`config.mk`:
```
export PLATFORM = sky130hd
export DESIGN_NAME = audio_source_arbiter_flat
export DESIGN_NICKNAME = d
export VERILOG_FILES = /design/src/rtl/audio_source_arbiter_if.sv /design/src/rtl/audio_source_arbiter.sv /design/src/flat_wrapper.sv
export SDC_FILE = /design/constraint.sdc
export NUM_CORES = 1
export LEC_CHECK = 0
export ABC_AREA = 1
export BUFFER_PORTS_ARGS = -buffer_cell sky130_fd_sc_hd__buf_2
export CAP_MARGIN = 10
export CELL_PAD_IN_SITES_DETAIL_PLACEMENT = 0
export CELL_PAD_IN_SITES_GLOBAL_PLACEMENT = 1
export CORE_MARGIN = 1.5
export CORE_UTILIZATION = 40
export CTS_CLUSTER_SIZE = 30
export DETAILED_ROUTE_END_ITERATION = 8
export GPL_TIMING_DRIVEN = 0
export PLACE_DENSITY = 0.79
export SYNTH_ARGS = -nofsm -noshare
export SYNTH_HDL_FRONTEND = slang
export SYNTH_SLANG_ARGS = --single-unit
```
`constraint.sdc`:
```
create_clock -name clk -period 4 [get_ports clk]
set_input_delay 0.8 -clock clk [delete_from_list [all_inputs] [get_ports clk]]
set_output_delay 0.8 -clock clk [all_outputs]
set_load 0.01 [all_outputs]
```
`src/rtl/audio_source_arbiter_if.sv`:
```
`default_nettype none
// ============================================================================
// Module   : audio_source_arbiter_if
// Brief    : Request/response bundle between the audio requesters and arbiter.
// Revision : 1.0
// ============================================================================
interface audio_source_arbiter_if #(
  parameter int PL_W = 20
);
  logic            alarm_req;
  logic            time_req;
  logic [PL_W-1:0] time_playlist;
  logic            hour_req;
  logic [PL_W-1:0] hour_playlist;
  logic            voice_done;
  logic            alarm_en;
  logic            aud_en;
  logic [PL_W-1:0] playlist_no;
  logic [1:0]      src;
  logic            busy;
  logic            timeout_err;

  modport master (
    output alarm_req, time_req, time_playlist, hour_req, hour_playlist, voice_done,
    input  alarm_en, aud_en, playlist_no, src, busy, timeout_err
  );

  modport slave (
    input  alarm_req, time_req, time_playlist, hour_req, hour_playlist, voice_done,
    output alarm_en, aud_en, playlist_no, src, busy, timeout_err
  );
endinterface
`default_nettype wire

```
`src/rtl/audio_source_arbiter.sv`:
```
`default_nettype none
// ============================================================================
// Module   : audio_source_arbiter
// Brief    : Shared audio PWM path arbiter (alarm / time / hour) with guard gap
//            and voice watchdog. Option macro: AUD_ARB_PREEMPT_EN (alarm
//            preempts voice playback).
// Revision : 1.0
// ============================================================================
module audio_source_arbiter #(
  parameter int PL_W          = 20,
  parameter int GAP_CYCLES    = 1000,
  parameter int VOICE_TIMEOUT = 500000000,
  parameter int TO_W          = 29
) (
  input  wire logic            clk,
  input  wire logic            sysreset,
  audio_source_arbiter_if.slave bus
);

  localparam int                c_GAP_W    = (GAP_CYCLES > 1) ? $clog2(GAP_CYCLES) : 1;
  localparam logic [c_GAP_W-1:0] c_GAP_LAST = c_GAP_W'(GAP_CYCLES - 1);
  localparam logic [TO_W-1:0]    c_WD_LAST  = TO_W'(VOICE_TIMEOUT - 1);

  localparam logic [1:0] c_SRC_NONE  = 2'd0;
  localparam logic [1:0] c_SRC_ALARM = 2'd1;
  localparam logic [1:0] c_SRC_TIME  = 2'd2;
  localparam logic [1:0] c_SRC_HOUR  = 2'd3;

  typedef enum logic [1:0] {
    S_IDLE  = 2'd0,
    S_GAP   = 2'd1,
    S_ALARM = 2'd2,
    S_VOICE = 2'd3
  } state_t;

  state_t             r_state;
  logic [1:0]         r_tgt;
  logic [c_GAP_W-1:0] r_gap_cnt;
  logic [TO_W-1:0]    r_wd_cnt;
  logic               r_time_pend;
  logic               r_hour_pend;
  logic [PL_W-1:0]    r_time_pl;
  logic [PL_W-1:0]    r_hour_pl;
  logic               r_alarm_en;
  logic               r_aud_en;
  logic [PL_W-1:0]    r_playlist_no;
  logic [1:0]         r_src;
  logic               r_busy;
  logic               r_timeout_err;
  logic [1:0]         w_pick;

  assign w_pick = bus.alarm_req ? c_SRC_ALARM :
                  r_time_pend   ? c_SRC_TIME  :
                  r_hour_pend   ? c_SRC_HOUR  : c_SRC_NONE;

  always_ff @(posedge clk or negedge sysreset) begin
    if (!sysreset) begin
      r_state       <= S_IDLE;
      r_tgt         <= c_SRC_NONE;
      r_gap_cnt     <= '0;
      r_wd_cnt      <= '0;
      r_time_pend   <= 1'b0;
      r_hour_pend   <= 1'b0;
      r_time_pl     <= '0;
      r_hour_pl     <= '0;
      r_alarm_en    <= 1'b0;
      r_aud_en      <= 1'b0;
      r_playlist_no <= '0;
      r_src         <= c_SRC_NONE;
      r_busy        <= 1'b0;
      r_timeout_err <= 1'b0;
    end else begin
      r_timeout_err <= 1'b0;
      case (r_state)
        S_IDLE: begin
          if (w_pick != c_SRC_NONE) begin
            r_state   <= S_GAP;
            r_tgt     <= w_pick;
            r_gap_cnt <= '0;
            r_busy    <= 1'b1;
          end
        end
        S_GAP: begin
          if (r_gap_cnt == c_GAP_LAST) begin
            // Target re-evaluated here so a request raised during the gap can win.
            r_tgt <= w_pick;
            case (w_pick)
              c_SRC_ALARM: begin
                r_state    <= S_ALARM;
                r_alarm_en <= 1'b1;
                r_src      <= c_SRC_ALARM;
              end
              c_SRC_TIME: begin
                r_state       <= S_VOICE;
                r_aud_en      <= 1'b1;
                r_src         <= c_SRC_TIME;
                r_playlist_no <= r_time_pl;
                r_time_pend   <= 1'b0;
                r_wd_cnt      <= '0;
              end
              c_SRC_HOUR: begin
                r_state       <= S_VOICE;
                r_aud_en      <= 1'b1;
                r_src         <= c_SRC_HOUR;
                r_playlist_no <= r_hour_pl;
                r_hour_pend   <= 1'b0;
                r_wd_cnt      <= '0;
              end
              default: begin
                r_state <= S_IDLE;
                r_busy  <= 1'b0;
              end
            endcase
          end else begin
            r_gap_cnt <= r_gap_cnt + c_GAP_W'(1);
          end
        end
        S_ALARM: begin
          if (!bus.alarm_req) begin
            r_state    <= S_IDLE;
            r_alarm_en <= 1'b0;
            r_src      <= c_SRC_NONE;
            r_busy     <= 1'b0;
          end
        end
        S_VOICE: begin
          if (bus.voice_done || (r_wd_cnt == c_WD_LAST)) begin
            r_state       <= S_IDLE;
            r_aud_en      <= 1'b0;
            r_src         <= c_SRC_NONE;
            r_busy        <= 1'b0;
            r_timeout_err <= !bus.voice_done;
          end else begin
`ifdef AUD_ARB_PREEMPT_EN
            if (bus.alarm_req) begin
              // Re-arm the interrupted announcement so it replays after the alarm.
              r_state   <= S_GAP;
              r_tgt     <= c_SRC_ALARM;
              r_gap_cnt <= '0;
              r_aud_en  <= 1'b0;
              r_src     <= c_SRC_NONE;
              if (r_tgt == c_SRC_TIME) r_time_pend <= 1'b1;
              else                     r_hour_pend <= 1'b1;
            end else
`endif
              r_wd_cnt <= r_wd_cnt + TO_W'(1);
          end
        end
        default: r_state <= S_IDLE;
      endcase

      // New requests override the grant-time clear so nothing is lost.
      if (bus.time_req) begin
        r_time_pend <= 1'b1;
        r_time_pl   <= bus.time_playlist;
      end
      if (bus.hour_req) begin
        r_hour_pend <= 1'b1;
        r_hour_pl   <= bus.hour_playlist;
      end
    end
  end

  assign bus.alarm_en    = r_alarm_en;
  assign bus.aud_en      = r_aud_en;
  assign bus.playlist_no = r_playlist_no;
  assign bus.src         = r_src;
  assign bus.busy        = r_busy;
  assign bus.timeout_err = r_timeout_err;

endmodule
`default_nettype wire

```
`src/flat_wrapper.sv`:
```
// flat-port wrapper written by rule: the top's interface ports become plain ports
module audio_source_arbiter_flat 
#(
  parameter int PL_W          = 20,
  parameter int GAP_CYCLES    = 1000,
  parameter int VOICE_TIMEOUT = 500000000,
  parameter int TO_W          = 29
)
  (clk, sysreset, bus_alarm_req, bus_time_req, bus_time_playlist, bus_hour_req, bus_hour_playlist, bus_voice_done, bus_alarm_en, bus_aud_en, bus_playlist_no, bus_src, bus_busy, bus_timeout_err);
  audio_source_arbiter_if #(.PL_W(PL_W)) bus_i ();
  input  wire logic clk;
  input  wire logic sysreset;
  input wire logic [$bits(bus_i.alarm_req)-1:0] bus_alarm_req;
  input wire logic [$bits(bus_i.time_req)-1:0] bus_time_req;
  input wire logic [$bits(bus_i.time_playlist)-1:0] bus_time_playlist;
  input wire logic [$bits(bus_i.hour_req)-1:0] bus_hour_req;
  input wire logic [$bits(bus_i.hour_playlist)-1:0] bus_hour_playlist;
  input wire logic [$bits(bus_i.voice_done)-1:0] bus_voice_done;
  output wire logic [$bits(bus_i.alarm_en)-1:0] bus_alarm_en;
  output wire logic [$bits(bus_i.aud_en)-1:0] bus_aud_en;
  output wire logic [$bits(bus_i.playlist_no)-1:0] bus_playlist_no;
  output wire logic [$bits(bus_i.src)-1:0] bus_src;
  output wire logic [$bits(bus_i.busy)-1:0] bus_busy;
  output wire logic [$bits(bus_i.timeout_err)-1:0] bus_timeout_err;
  assign bus_i.alarm_req = bus_alarm_req;
  assign bus_i.time_req = bus_time_req;
  assign bus_i.time_playlist = bus_time_playlist;
  assign bus_i.hour_req = bus_hour_req;
  assign bus_i.hour_playlist = bus_hour_playlist;
  assign bus_i.voice_done = bus_voice_done;
  assign bus_alarm_en = bus_i.alarm_en;
  assign bus_aud_en = bus_i.aud_en;
  assign bus_playlist_no = bus_i.playlist_no;
  assign bus_src = bus_i.src;
  assign bus_busy = bus_i.busy;
  assign bus_timeout_err = bus_i.timeout_err;
  audio_source_arbiter #(.PL_W(PL_W), .GAP_CYCLES(GAP_CYCLES), .VOICE_TIMEOUT(VOICE_TIMEOUT), .TO_W(TO_W)) u_core (.clk(clk), .sysreset(sysreset), .bus(bus_i));
endmodule
```
==> results of run 1 <==
-- stage by stage --
| stage | hold slack, ps | instance area [um2] |
|---|---|---|
| after floorplan | 436.7 | 5582 |
| after global placement | 450.8 | 6152 |
| after detailed placement | 457.7 | 6182 |
| after CTS | 476.1 | 6482 |
| after global routing | 486.7 | 6482 |
| final | 457.8 | 6482 |
-- worst max-delay path, delay by kind of cell (launching register included) --
family	cells	cell delay [ps]
AND/OR/NAND/NOR	6	790
adder cells (fa/ha/maj)	1	270
AO/OA/AOI/OAI	2	280
flip-flops	1	420
buffers and inverters	1	290
-- registers in the layout (all words and copies together) (netlist names) --
signal	cells
u_core.bus.aud_en	1
u_core.r_state	2
u_core.bus.busy	1
u_core.bus.timeout_err	1
u_core.r_hour_pl	20
u_core.r_time_pl	20
u_core.r_gap_cnt	10
u_core.r_time_pend	1
u_core.bus.playlist_no	20
u_core.r_wd_cnt	29
u_core.bus.alarm_en	1
u_core.bus.src	2
u_core.r_hour_pend	1
-- area by class of cell --
class / count / area [um2] / area share (%)
sequential: 109 / 2728 / 42.08
multi-input combinational: 564 / 2491 / 38.43
timing repair buffer: 71 / 380.4 / 5.868
inverter: 69 / 259.0 / 3.995
clock buffer: 11 / 232.7 / 3.590
tap: 176 / 220.2 / 3.397
buffer: 21 / 103.9 / 1.602
clock inverter: 5 / 67.56 / 1.042
-- worst paths after layout --
check,start,end,slack (ps),cells past startpoint
setup / recovery,u_core.r_wd_cnt[0],u_core.r_wd_cnt[24],1870,10
hold / removal,sysreset,u_core.r_gap_cnt[6],460,1
setup reg to reg,u_core.r_wd_cnt[0],u_core.r_wd_cnt[24],1870,10
hold reg to reg,u_core.bus.playlist_no[10],u_core.bus.playlist_no[10],470,2
max in group asynchronous,sysreset,u_core.r_wd_cnt[7],2810,2
min in group clk,u_core.bus.playlist_no[10],u_core.bus.playlist_no[10],470,2
-- placed cells by master (no fill, tap or decap) --
cell type,n
a21boi_0,1
a21oi_1,7
a22o_1,1
buf_1,1
buf_16,1
buf_2,71
buf_4,1
buf_6,3
bufinv_16,1
clkbuf_1,17
clkbuf_16,9
clkinv_1,1
clkinv_4,1
dfrtp_1,109
ha_1,2
inv_1,65
inv_2,3
inv_6,2
inv_8,1
nand2_1,338
nand2_2,3
nand2_4,2
nand3_1,17
nand3_4,1
nand3b_1,2
nand4_1,4
nor2_1,86
nor2_2,4
nor2_4,3
nor3_1,3
nor3b_1,2
o21ai_0,49
o21ai_1,10
o21ai_4,1
o311ai_0,1
o31ai_1,3
or2_2,1
xnor2_1,1
xor2_1,22
-- metal layers --
| layer | routed length (um) | share of wire, % |
|---|---|---|
| met1 | 6385 | 47 |
| met5 | 0 | 0 |
| met2 | 6129 | 46 |
| met3 | 699 | 5.2 |
| met4 | 241 | 1.8 |
-- cells by family after synthesis --
kind of cell	share of synthesized area, %
flip-flops	48.87
adder cells (fa/ha/maj)	0.4483
AND/OR/NAND/NOR	33.51
AO/OA/AOI/OAI	7.061
XOR/XNOR	3.609
buffers and inverters	6.500
-- report_power, final --
group | total, uW | internal, uW | switching [uW]
clock network | 925 | 497 | 428
registers | 1330 | 1230 | 101
logic | 694 | 215 | 479
-- synthesized netlist by cell type, types with 2 or more instances --
master,n
nand2_2,3
o31ai_1,3
o21ai_1,10
inv_2,3
nand3b_1,2
buf_2,2
nor2_4,3
nand2_4,2
dfrtp_1,109
a21oi_1,7
nor3_1,3
nor3b_1,2
nand4_1,4
ha_1,2
nand2_1,338
nand3_1,17
nor2_2,4
xor2_1,22
clkbuf_1,15
o21ai_0,49
nor2_1,86
buf_6,3
inv_1,65
==> out/summary.txt, run 1 <==
SYNTH
------------------------------------------------------------------------------------
Leading register cell type out of synthesis ...........................      dfrtp_1
Number of synthesized flops with an enable pin ........................            0
Mapped cell area ......................................................     5582 um2
Top-area cell type share of the netlist area ..........................       48.87%
Netlist cell types ....................................................           32
Syn avg cell area .....................................................    7.315 um2
Synthesized instance count ............................................          763
Sequential share of the synthesized area ..............................       48.87%
Top cell type by total area after synthesis ...........................      dfrtp_1
Net count of the mapped netlist .......................................          811
Share of flip-flops with an asynchronous set or reset after synthesis .       100.0%
FF+latch count, synth .................................................          109
Synthesis warning total ...............................................            0
Area contributors post-synth .......................................... dfrtp_1 49%, nand2_1 23%, nor2_1 5.8%

TIMING
------------------------------------------------------------------------------------
Tightest slew margin relative to the limit ............................       56.98%
Final setup margin ....................................................      1874 ps
Sum Neg Setup Slack ...................................................         0 ps
F_max .................................................................    470.4 MHz
Worst clock skew ......................................................     7.413 ps
Slew of the pin with the lowest slew margin ...........................     645.3 ps
Final clock period utilization by the worst path ......................       53.14%
# setup viols final ...................................................            0
Setup repair after global routing missed its margin ...................        false
Post-route minimum period .............................................      2126 ps
Max-slew violations ...................................................            0
Hold Fails Final Rpt ..................................................            0

CRITICAL PATH
------------------------------------------------------------------------------------
Kind of end point of the critical path ................................         flop
Series of cell instances along the critical path ...................... ha_1 -> nand2_1 -> nor2_2 -> nand2_2 -> nor2_2 -> a21oi_1 -> o21ai_1 -> buf_2 -> nand2_1 -> nand2_1
Peak per-stage delay on the critical path .............................       420 ps
Worst setup SP type ...................................................         flop
CP Data Required Time .................................................      4290 ps
Crit-path most repeated cell ..........................................      nand2_1
Cell type of the slowest stage on the worst timing path ...............      dfrtp_1
Maximum fanout along the worst path ...................................           10
Type of the worst setup path .......................................... flop to flop
Arrival time at the worst endpoint ....................................      2420 ps

CELLS AND AREA
------------------------------------------------------------------------------------
Area growth, synth to finish ..........................................       16.14%
Layout Cells excl Fill ................................................        1,026
Fraction of layout cells with a size suffix above 1 ...................       12.71%
Fill count ............................................................        1,418
Number of antenna diodes ..............................................            0
Final #Nets ...........................................................          893
Final core utilization ................................................       48.19%

DIE
------------------------------------------------------------------------------------
X dimension of the die ................................................     121.1 um
Number of I/O pins ....................................................           72
Floorplan row count ...................................................           42
Initial Util ..........................................................       41.49%
Die area ..............................................................   14,670 um2
Area of the core ......................................................   13,450 um2
Height of the die .....................................................     121.1 um

PLACEMENT
------------------------------------------------------------------------------------
Estimated wirelength of the detail-placed design ......................     10.18 mm
Pre-CTS setup slack ...................................................      1812 ps
Quantity of I/O buffers inserted on ports .............................           70
Cell count after placement ............................................        1,010
RD Place Congestion ...................................................       0.8802

GRT
------------------------------------------------------------------------------------
Met2 usage ............................................................       31.82%
First-pass GRT wire length ............................................     22.94 mm
Most heavily used metal layer in global routing .......................         met2
Global Route met3 Usage ...............................................       4.699%
Total track usage .....................................................       19.92%
Final global-route overflow total .....................................            0
Maximum number of pins on one net before global-route repair ..........           63
GRT met1 Usage ........................................................       26.64%
Initial antenna violation count .......................................            0
Number of global-route vias before repair .............................        4,764

CLOCK NETWORK
------------------------------------------------------------------------------------
Number of levels in the clock H-tree ..................................            3
Sinks on the clock net ................................................          109
Clock slew at reported path FFs .......................................        80 ps
Worst-skew pair later-pin latency .....................................       360 ps
Post-cts resize count .................................................            0
Clock buffer count from CTS ...........................................            9
Root Driver ...........................................................    clkbuf_16
TritonCTS clock tree ..................................................          yes
Hold bufs inserted after CTS ..........................................            0
Postcts setup bufs ....................................................            0
Maximum buffer depth of the clock tree ................................            2

POWER AND IR DROP
------------------------------------------------------------------------------------
Leakage Power .........................................................  0.003348 uW
Power Density ......................................................... 454.7 nW/um2
Pwr Total .............................................................      2947 uW
IR Drop Worst-Case VDD ................................................  0.0002636 V

DRT
------------------------------------------------------------------------------------
Post-route antenna net violation count ................................            0
Overall via count from detail_route ...................................        4,868
DRC ...................................................................            0
Post-DR vias/cell .....................................................        4.745
Total Routed Length ...................................................     13.46 mm
DR iter-0 viols .......................................................          305
DR WL/cell ............................................................     13.11 um
Number of detailed-routing iterations run before antenna repair .......            5

JOB
------------------------------------------------------------------------------------
Max-cap violations ....................................................            0

STATUS
------------------------------------------------------------------------------------
Run status ............................................................    completed

HOLD PATH
------------------------------------------------------------------------------------
Class of the tightest hold or removal check ........................... primary input to asynchronous set/reset pin

Power figures use the tool's default switching activity.
==> inputs of run 2 (changes only) <==
Clock period 4 ns to 2.2 ns, I/O delays scaled along.
==> run 2 against run 1 <==
Sequential power increased by 82%. Sequential share of layout area down 0.32 points. Register-to-register slack worse by 1700 ps. Cell count up 0.49%. Worst setup slack lost 1700 ps. Design area increased by 0.77%. Fmax rose by 7.6%. Highest routed layer unchanged.
==> out/summary.txt, run 2 (synthesized netlist as in run 1, its figures left out) <==
GRT
------------------------------------------------------------------------------
Maximum number of pins on one net before global-route repair ....           63   unchanged
First-pass GRT wire length ......................................     22.94 mm   unchanged
Initial antenna violation count .................................            0   unchanged
Number of global-route vias before repair .......................        4,764   unchanged
Total track usage ...............................................       19.92%   unchanged
Final global-route overflow total ...............................            0   unchanged

DIE
------------------------------------------------------------------------------
Initial Util ....................................................       41.49%   unchanged
Floorplan row count .............................................           42   unchanged
Die area ........................................................   14,670 um2   unchanged
Number of I/O pins ..............................................           72   unchanged
Height of the die ...............................................     121.1 um   unchanged
Area of the core ................................................   13,450 um2   unchanged
X dimension of the die ..........................................     121.1 um   unchanged

POWER AND IR DROP
------------------------------------------------------------------------------
Power Density ................................................... 827.9 nW/um2   was 454.7 nW/um2
IR Drop Worst-Case VDD ..........................................  0.0004814 V   was 0.0002636 V
Leakage Power ...................................................  0.003375 uW   was 0.003348 uW
Pwr Total .......................................................      5408 uW   was 2947 uW

DRT
------------------------------------------------------------------------------
Post-route antenna net violation count ..........................            0   unchanged
Post-DR vias/cell ...............................................        4.726   was 4.745
DRC .............................................................            0   unchanged
Overall via count from detail_route .............................        4,873   was 4,868
DR iter-0 viols .................................................          296   was 305
Total Routed Length .............................................     13.49 mm   was 13.46 mm
DR WL/cell ......................................................     13.09 um   was 13.11 um
Number of detailed-routing iterations run before antenna repair .            5   unchanged

CELLS AND AREA
------------------------------------------------------------------------------
Register bank with the most flops ............................... u_core.r_wd_cnt   unchanged
Commonest cells after routing, fill and taps aside .............. 338 x nand2_1, 109 x dfrtp_1, 86 x nor2_1, 69 x buf_2, 65 x inv_1   was 338 x nand2_1, 109 x dfrtp_1, 86 x nor2_1, 71 x buf_2, 65 x inv_1
Reg area ........................................................     2728 um2   unchanged
Most common cell after layout, fill and taps aside ..............      nand2_1   unchanged
Area growth, synth to finish ....................................       17.04%   was 16.14%
Final #Nets .....................................................          898   was 893
Fraction of layout cells with a size suffix above 1 .............       13.33%   was 12.71%
Largest register FFs ............................................           29   unchanged
Multi-input gate area in the final layout .......................     2499 um2   was 2491 um2
Number of antenna diodes ........................................            0   unchanged
Layout Cells excl Fill ..........................................        1,031   was 1,026
Fill count ......................................................        1,414   was 1,418
Final core utilization ..........................................       48.56%   was 48.19%

CLOCK NETWORK
------------------------------------------------------------------------------
Root Driver .....................................................    clkbuf_16   unchanged
Maximum buffer depth of the clock tree ..........................            2   unchanged
TritonCTS clock tree ............................................          yes   unchanged
Worst-skew pair later-pin latency ...............................       360 ps   about the same
Clock slew at reported path FFs .................................        80 ps   about the same
Clock buffer count from CTS .....................................            9   unchanged
Sinks on the clock net ..........................................          109   unchanged
Hold bufs inserted after CTS ....................................            0   unchanged
Number of levels in the clock H-tree ............................            3   unchanged

TIMING
------------------------------------------------------------------------------
Hold Fails Final Rpt ............................................            0   unchanged
Tightest slew margin relative to the limit ......................       56.90%   was 56.98%
# setup viols final .............................................            0   unchanged
Worst clock skew ................................................     5.604 ps   was 7.413 ps
Final clock period utilization by the worst path ................       89.83%   was 53.14%
Max-slew violations .............................................            0   unchanged
Slew of the pin with the lowest slew margin .....................     646.4 ps   was 645.3 ps
F_max ...........................................................    506.0 MHz   was 470.4 MHz
Sum Neg Setup Slack .............................................         0 ps   unchanged
Post-route minimum period .......................................      1976 ps   was 2126 ps
Setup repair after global routing missed its margin .............        false   unchanged

CRITICAL PATH
------------------------------------------------------------------------------
Type of the worst setup path .................................... flop to flop   unchanged
Maximum fanout along the worst path .............................           10   unchanged
Crit-path most repeated cell ....................................      nand2_1   unchanged
Arrival time at the worst endpoint ..............................      2280 ps   was 2420 ps
Top cell family by delay on the critical path ................... simple AND/OR/NAND/NOR gates   unchanged
Worst Path Buf+Inv ..............................................            1   unchanged
Worst setup SP type .............................................         flop   unchanged
Series of cell instances along the critical path ................ ha_2 -> nand2_1 -> nor2_4 -> nand2_2 -> nor2_2 -> nand2_1 -> nand2_1 -> o21ai_4 -> buf_6 -> nand2_1 -> nand2_1   was ha_1 -> nand2_1 -> nor2_2 -> nand2_2 -> nor2_2 -> a21oi_1 -> o21ai_1 -> buf_2 -> nand2_1 -> nand2_1
Cell type of the slowest stage on the worst timing path .........      dfrtp_1   unchanged
Kind of end point of the critical path ..........................         flop   unchanged
Peak per-stage delay on the critical path .......................       430 ps   was 420 ps
CP Data Required Time ...........................................      2500 ps   was 4290 ps

PLACEMENT
------------------------------------------------------------------------------
RD Place Congestion .............................................       0.8802   unchanged
Cell count after placement ......................................        1,010   unchanged
Estimated wirelength of the detail-placed design ................     10.18 mm   unchanged
Quantity of I/O buffers inserted on ports .......................           70   unchanged

JOB
------------------------------------------------------------------------------
Max-cap violations ..............................................            0   unchanged

STATUS
------------------------------------------------------------------------------
Run status ......................................................    completed   unchanged

HOLD PATH
------------------------------------------------------------------------------
Class of the tightest hold or removal check ..................... primary input to asynchronous set/reset pin   unchanged

-- run 2: cell count changes in the layout (fill, tap and decap cells not counted) --
| cell | change |
|---|---|
| nor2_2 | -1 |
| buf_2 | -2 |
| ha_2 | +1 |
| buf_4 | +7 |
| nor2_4 | +1 |
| ha_1 | -1 |
-- run 2: layout make-up --
type,instances,area share (%)
sequential,109,41.75
multi-input combinational,564,38.25
timing repair buffer,76,6.397
inverter,69,3.965
clock buffer,11,3.563
tap,176,3.371
buffer,21,1.666
clock inverter,5,1.034
-- run 2: timing repair --
item,4_1_cts,5_1_grt
buffers inserted,0,5
resized for setup,0,6
endpoints found under the setup margin,0,31
hold endpoints to repair,0,0
-- run 2: path summary, 6_finish.rpt --
kind                                       startpoint                          to  slack [ps]  depth (start not counted)
max                                u_core.r_wd_cnt[0]           u_core.bus.src[1]         220                         11
min                                          sysreset         u_core.r_gap_cnt[6]         100                          1
max reg2reg                        u_core.r_wd_cnt[0]           u_core.bus.src[1]         220                         11
min reg2reg                u_core.bus.playlist_no[10]  u_core.bus.playlist_no[10]         470                          2
max in group asynchronous                    sysreset          u_core.r_wd_cnt[7]        1370                          2
min in group clk                bus_time_playlist[14]        u_core.r_time_pl[14]         280                          3
-- run 2: layer usage --
| metal | up-vias | part of all wire [%] | track usage (%) | wire (um) |
|---|---|---|---|---|
| li1 | 2515 | - | - | - |
| met4 | 0 | 1.8 | 6.838 | 242 |
| met2 | 118 | 46 | 31.82 | 6150 |
| met3 | 14 | 5.0 | 4.699 | 681 |
| met5 | - | 0 | 0 | 0 |
| met1 | 2226 | 48 | 26.64 | 6418 |
-- run 2: power by group --
group | total, uW | switching [uW] | internal [uW]
clock network | 1690 | 783 | 904
logic | 1300 | 876 | 428
registers | 2420 | 185 | 2230
-- run 2: through the flow --
stage	hold slack, ps	area (um2)	worst slack [ps]
2_1_floorplan	144.4	5582	541.2
6_report	96.57	6533	223.8
5_1_grt	151.6	6533	5.649
3_3_place_gp	450.8	6152	-585.4
3_5_place_dp	457.7	6182	111.3
4_1_cts	131.2	6482	70.67
==> inputs of run 3 (changes only) <==
Settings changed: CORE_MARGIN 1.5 to not set, PLACE_DENSITY 0.79 to not set, PLACE_DENSITY_LB_ADDON set to 0.1.
==> run 3 against run 2 <==
Global-route usage grew 0.46 points. Power is 1.8% higher. Worst setup slack got worse by 30 ps. Critical path depth is the same. Clock skew grew 1.7 ps. Combinational power hardly changed. Design area up 0.11%. Register-to-register slack worse by 30 ps. Sequential share of layout area about the same. Hold slack lost 31 ps. Fmax down 1.5%. Via count down 1.9%.
==> out/summary.txt, run 3 (synthesized netlist as in run 1, its figures left out) <==
CRITICAL PATH
------------------------------------------------------------------------------
Depth of the worst register-to-register path ....................           11   unchanged
Arrival time at the worst endpoint ..............................      2250 ps   was 2280 ps
Cell depth of the worst setup path ..............................           11   unchanged
Worst Path Buf+Inv ..............................................            1   unchanged
Peak per-stage delay on the critical path .......................       410 ps   was 430 ps
First element of the critical path .............................. u_core.r_wd_cnt[0]   unchanged
Cell type of the slowest stage on the worst timing path .........      dfrtp_1   unchanged
Kind of end point of the critical path ..........................         flop   unchanged
Launch point of the worst reg-to-reg path ....................... u_core.r_wd_cnt[0]   unchanged
Maximum fanout along the worst path .............................           10   unchanged
Crit-path most repeated cell ....................................      nand2_1   unchanged
Worst setup SP type .............................................         flop   unchanged
CP Data Required Time ...........................................      2440 ps   was 2500 ps
R2R Path End .................................................... u_core.r_wd_cnt[14]   was u_core.bus.src[1]
Top cell family by delay on the critical path ................... simple AND/OR/NAND/NOR gates   unchanged
Series of cell instances along the critical path ................ ha_1 -> nand2_1 -> nor2_4 -> nand2_2 -> nor2_2 -> nand2_1 -> nand2_1 -> o21ai_4 -> buf_6 -> nand3_1 -> nand2_1   was ha_2 -> nand2_1 -> nor2_4 -> nand2_2 -> nor2_2 -> nand2_1 -> nand2_1 -> o21ai_4 -> buf_6 -> nand2_1 -> nand2_1
Register-to-register path setup slack ...........................       190 ps   was 220 ps
Type of the worst setup path .................................... flop to flop   unchanged

CELLS AND AREA
------------------------------------------------------------------------------
Number of antenna diodes ........................................            0   unchanged
Commonest cells after routing, fill and taps aside .............. 338 x nand2_1, 109 x dfrtp_1, 86 x nor2_1, 70 x buf_2, 65 x inv_1   was 338 x nand2_1, 109 x dfrtp_1, 86 x nor2_1, 69 x buf_2, 65 x inv_1
Area growth, synth to finish ....................................       17.17%   was 17.04%
Multi-input gate area in the final layout .......................     2496 um2   was 2499 um2
Register bank with the most flops ............................... u_core.r_wd_cnt   unchanged
Fraction of layout cells with a size suffix above 1 .............       13.15%   was 13.33%
Final standard cell area without fillers ........................     6540 um2   was 6533 um2
Largest register FFs ............................................           29   unchanged
Most common cell after layout, fill and taps aside ..............      nand2_1   unchanged
Fill count ......................................................        1,415   was 1,414
Final #Nets .....................................................          896   was 898
Reg area ........................................................     2728 um2   unchanged

DIE
------------------------------------------------------------------------------
Floorplan row count .............................................           42   unchanged
Initial Util ....................................................       41.65%   was 41.49%
Die area ........................................................   14,430 um2   was 14,670 um2
Area of the core ................................................   13,400 um2   was 13,450 um2
Height of the die ...............................................     120.1 um   was 121.1 um
X dimension of the die ..........................................     120.1 um   was 121.1 um
Number of I/O pins ..............................................           72   unchanged

TIMING
------------------------------------------------------------------------------
Slew of the pin with the lowest slew margin .....................     562.7 ps   was 646.4 ps
Final clock period utilization by the worst path ................       91.20%   was 89.83%
Max-slew violations .............................................            0   unchanged
Tightest slew margin relative to the limit ......................       62.48%   was 56.90%
# setup viols final .............................................            0   unchanged
Worst clock skew ................................................     7.292 ps   was 5.604 ps
F_max ...........................................................    498.4 MHz   was 506.0 MHz
Post-route minimum period .......................................      2006 ps   was 1976 ps
Final setup margin ..............................................     193.5 ps   was 223.8 ps
Setup repair after global routing missed its margin .............        false   unchanged
Hold Fails Final Rpt ............................................            0   unchanged
Min Hold Slack ..................................................     65.49 ps   was 96.57 ps

PLACEMENT
------------------------------------------------------------------------------
Area post-placement .............................................     6182 um2   unchanged
RD Place Congestion .............................................       0.8653   was 0.8802
Estimated wirelength of the detail-placed design ................     10.13 mm   was 10.18 mm
Quantity of I/O buffers inserted on ports .......................           70   unchanged
Pre-CTS setup slack .............................................     83.11 ps   was 111.3 ps

STATUS
------------------------------------------------------------------------------
Run status ......................................................    completed   unchanged

POWER AND IR DROP
------------------------------------------------------------------------------
Power Density ................................................... 842.1 nW/um2   was 827.9 nW/um2
Leakage Power ...................................................  0.003381 uW   was 0.003375 uW
Fraction of power consumed by the clock network .................        33.2%   was 31.2%
Switch Pwr ......................................................      1824 uW   was 1844 uW
IR Drop Worst-Case VDD ..........................................  0.0005406 V   was 0.0004814 V
Pwr Total .......................................................      5507 uW   was 5408 uW
Internal power component ........................................      3684 uW   was 3564 uW
Combinational share of power ....................................        23.1%   was 24.1%
Flop pwr share ..................................................        43.8%   was 44.7%
Switching part of the total .....................................       33.11%   was 34.09%

GRT
------------------------------------------------------------------------------
Total track usage ...............................................       20.39%   was 19.92%
Number of global-route vias before repair .......................        4,623   was 4,764
Final global-route overflow total ...............................            0   unchanged
First-pass GRT wire length ......................................     22.90 mm   was 22.94 mm
Initial antenna violation count .................................            0   unchanged
Maximum number of pins on one net before global-route repair ....           73   was 63

DRT
------------------------------------------------------------------------------
DR WL/cell ......................................................     13.19 um   was 13.09 um
DRC .............................................................            0   unchanged
Post-route antenna net violation count ..........................            0   unchanged
DR iter-0 viols .................................................          254   was 296
Total Routed Length .............................................     13.56 mm   was 13.49 mm
Number of detailed-routing iterations run before antenna repair .            4   was 5
Overall via count from detail_route .............................        4,778   was 4,873
Post-DR vias/cell ...............................................        4.648   was 4.726

CLOCK NETWORK
------------------------------------------------------------------------------
Hold bufs inserted after CTS ....................................            0   unchanged
Maximum buffer depth of the clock tree ..........................            2   unchanged
Sinks on the clock net ..........................................          109   unchanged
Root Driver .....................................................    clkbuf_16   unchanged
Clock buffer count from CTS .....................................            9   unchanged
Number of levels in the clock H-tree ............................            3   unchanged
TritonCTS clock tree ............................................          yes   unchanged
Worst-skew pair later-pin latency ...............................       350 ps   was 360 ps
Clock slew at reported path FFs .................................        70 ps   was 80 ps

JOB
------------------------------------------------------------------------------
Max-cap violations ..............................................            0   unchanged

HOLD PATH
------------------------------------------------------------------------------
Class of the tightest hold or removal check ..................... primary input to asynchronous set/reset pin   unchanged

run 3: cell count changes in the layout (fill, tap and decap cells not counted):
cell	before	now
buf_2	69	70
buf_4	8	4
bufinv_16	1	2
clkbuf_1	17	15
clkbuf_4	0	1
clkbuf_8	0	1
clkinv_4	1	0
ha_1	1	2
ha_2	1	0
run 3: worst max-delay path by stage:
stage / slack [ps] / to
finish: 190 / u_core.r_wd_cnt[14]
CTS: 70 / u_core.bus.src[1]
floorplan: 540 / u_core.r_wd_cnt[22]
global route: 30 / u_core.r_wd_cnt[17]
detailed placement: 80 / u_core.bus.src[1]
global placement: -630 / u_core.r_time_pl[11]
run 3: worst register-to-register path: cells and delay by family (launching register included):
kind / cells / cell delay [ps]
compound gates: 1 / 110
simple gates: 8 / 950
flops: 1 / 410
buf+inv: 1 / 160
fa+ha+maj: 1 / 260
run 3: timing repair:
item | 4_1_cts | 5_1_grt
setup endpoints to repair | 0 | 26
resized for setup | 0 | 2
hold endpoints to repair | 0 | 0
buffers inserted | 0 | 3
run 3: cell type report:
type / count / area share, %
repair buffers: 74 / 6.160
clock inverters: 5 / 1.358
well taps: 176 / 3.367
clock buffers: 10 / 3.654
multi-input cells: 564 / 38.17
plain buffers: 21 / 1.626
flip-flops and latches: 109 / 41.71
inverters: 69 / 3.960
run 3: metrics by stage:
step	util, %	setup TNS [ps]	instances
after floorplan	-	0	763
after global placement	45.91	-66660	1009
after detailed placement	46.13	0	1010
after CTS	48.58	0	1025
after global routing	48.80	0	1028
final	48.80	0	1028
run 3: metal layers:
metal	part of all wire (%)	wire, um	global-route usage (%)
met1	48	6517	26.87
met2	47	6406	33.73
met3	3.7	495	4.943
met4	1.0	138	4.531
met5	0	0	0
run 3: power by group through the flow:
stage | Sequential, uW | Clock (uW) | Combinational [uW]
after global routing | 2440 | 1950 | 1450
after floorplan | 2410 | 0 | 842
final | 2410 | 1830 | 1270
after global placement | 2440 | 0 | 1230
after CTS | 2410 | 1870 | 1260
after detailed placement | 2450 | 0 | 1250
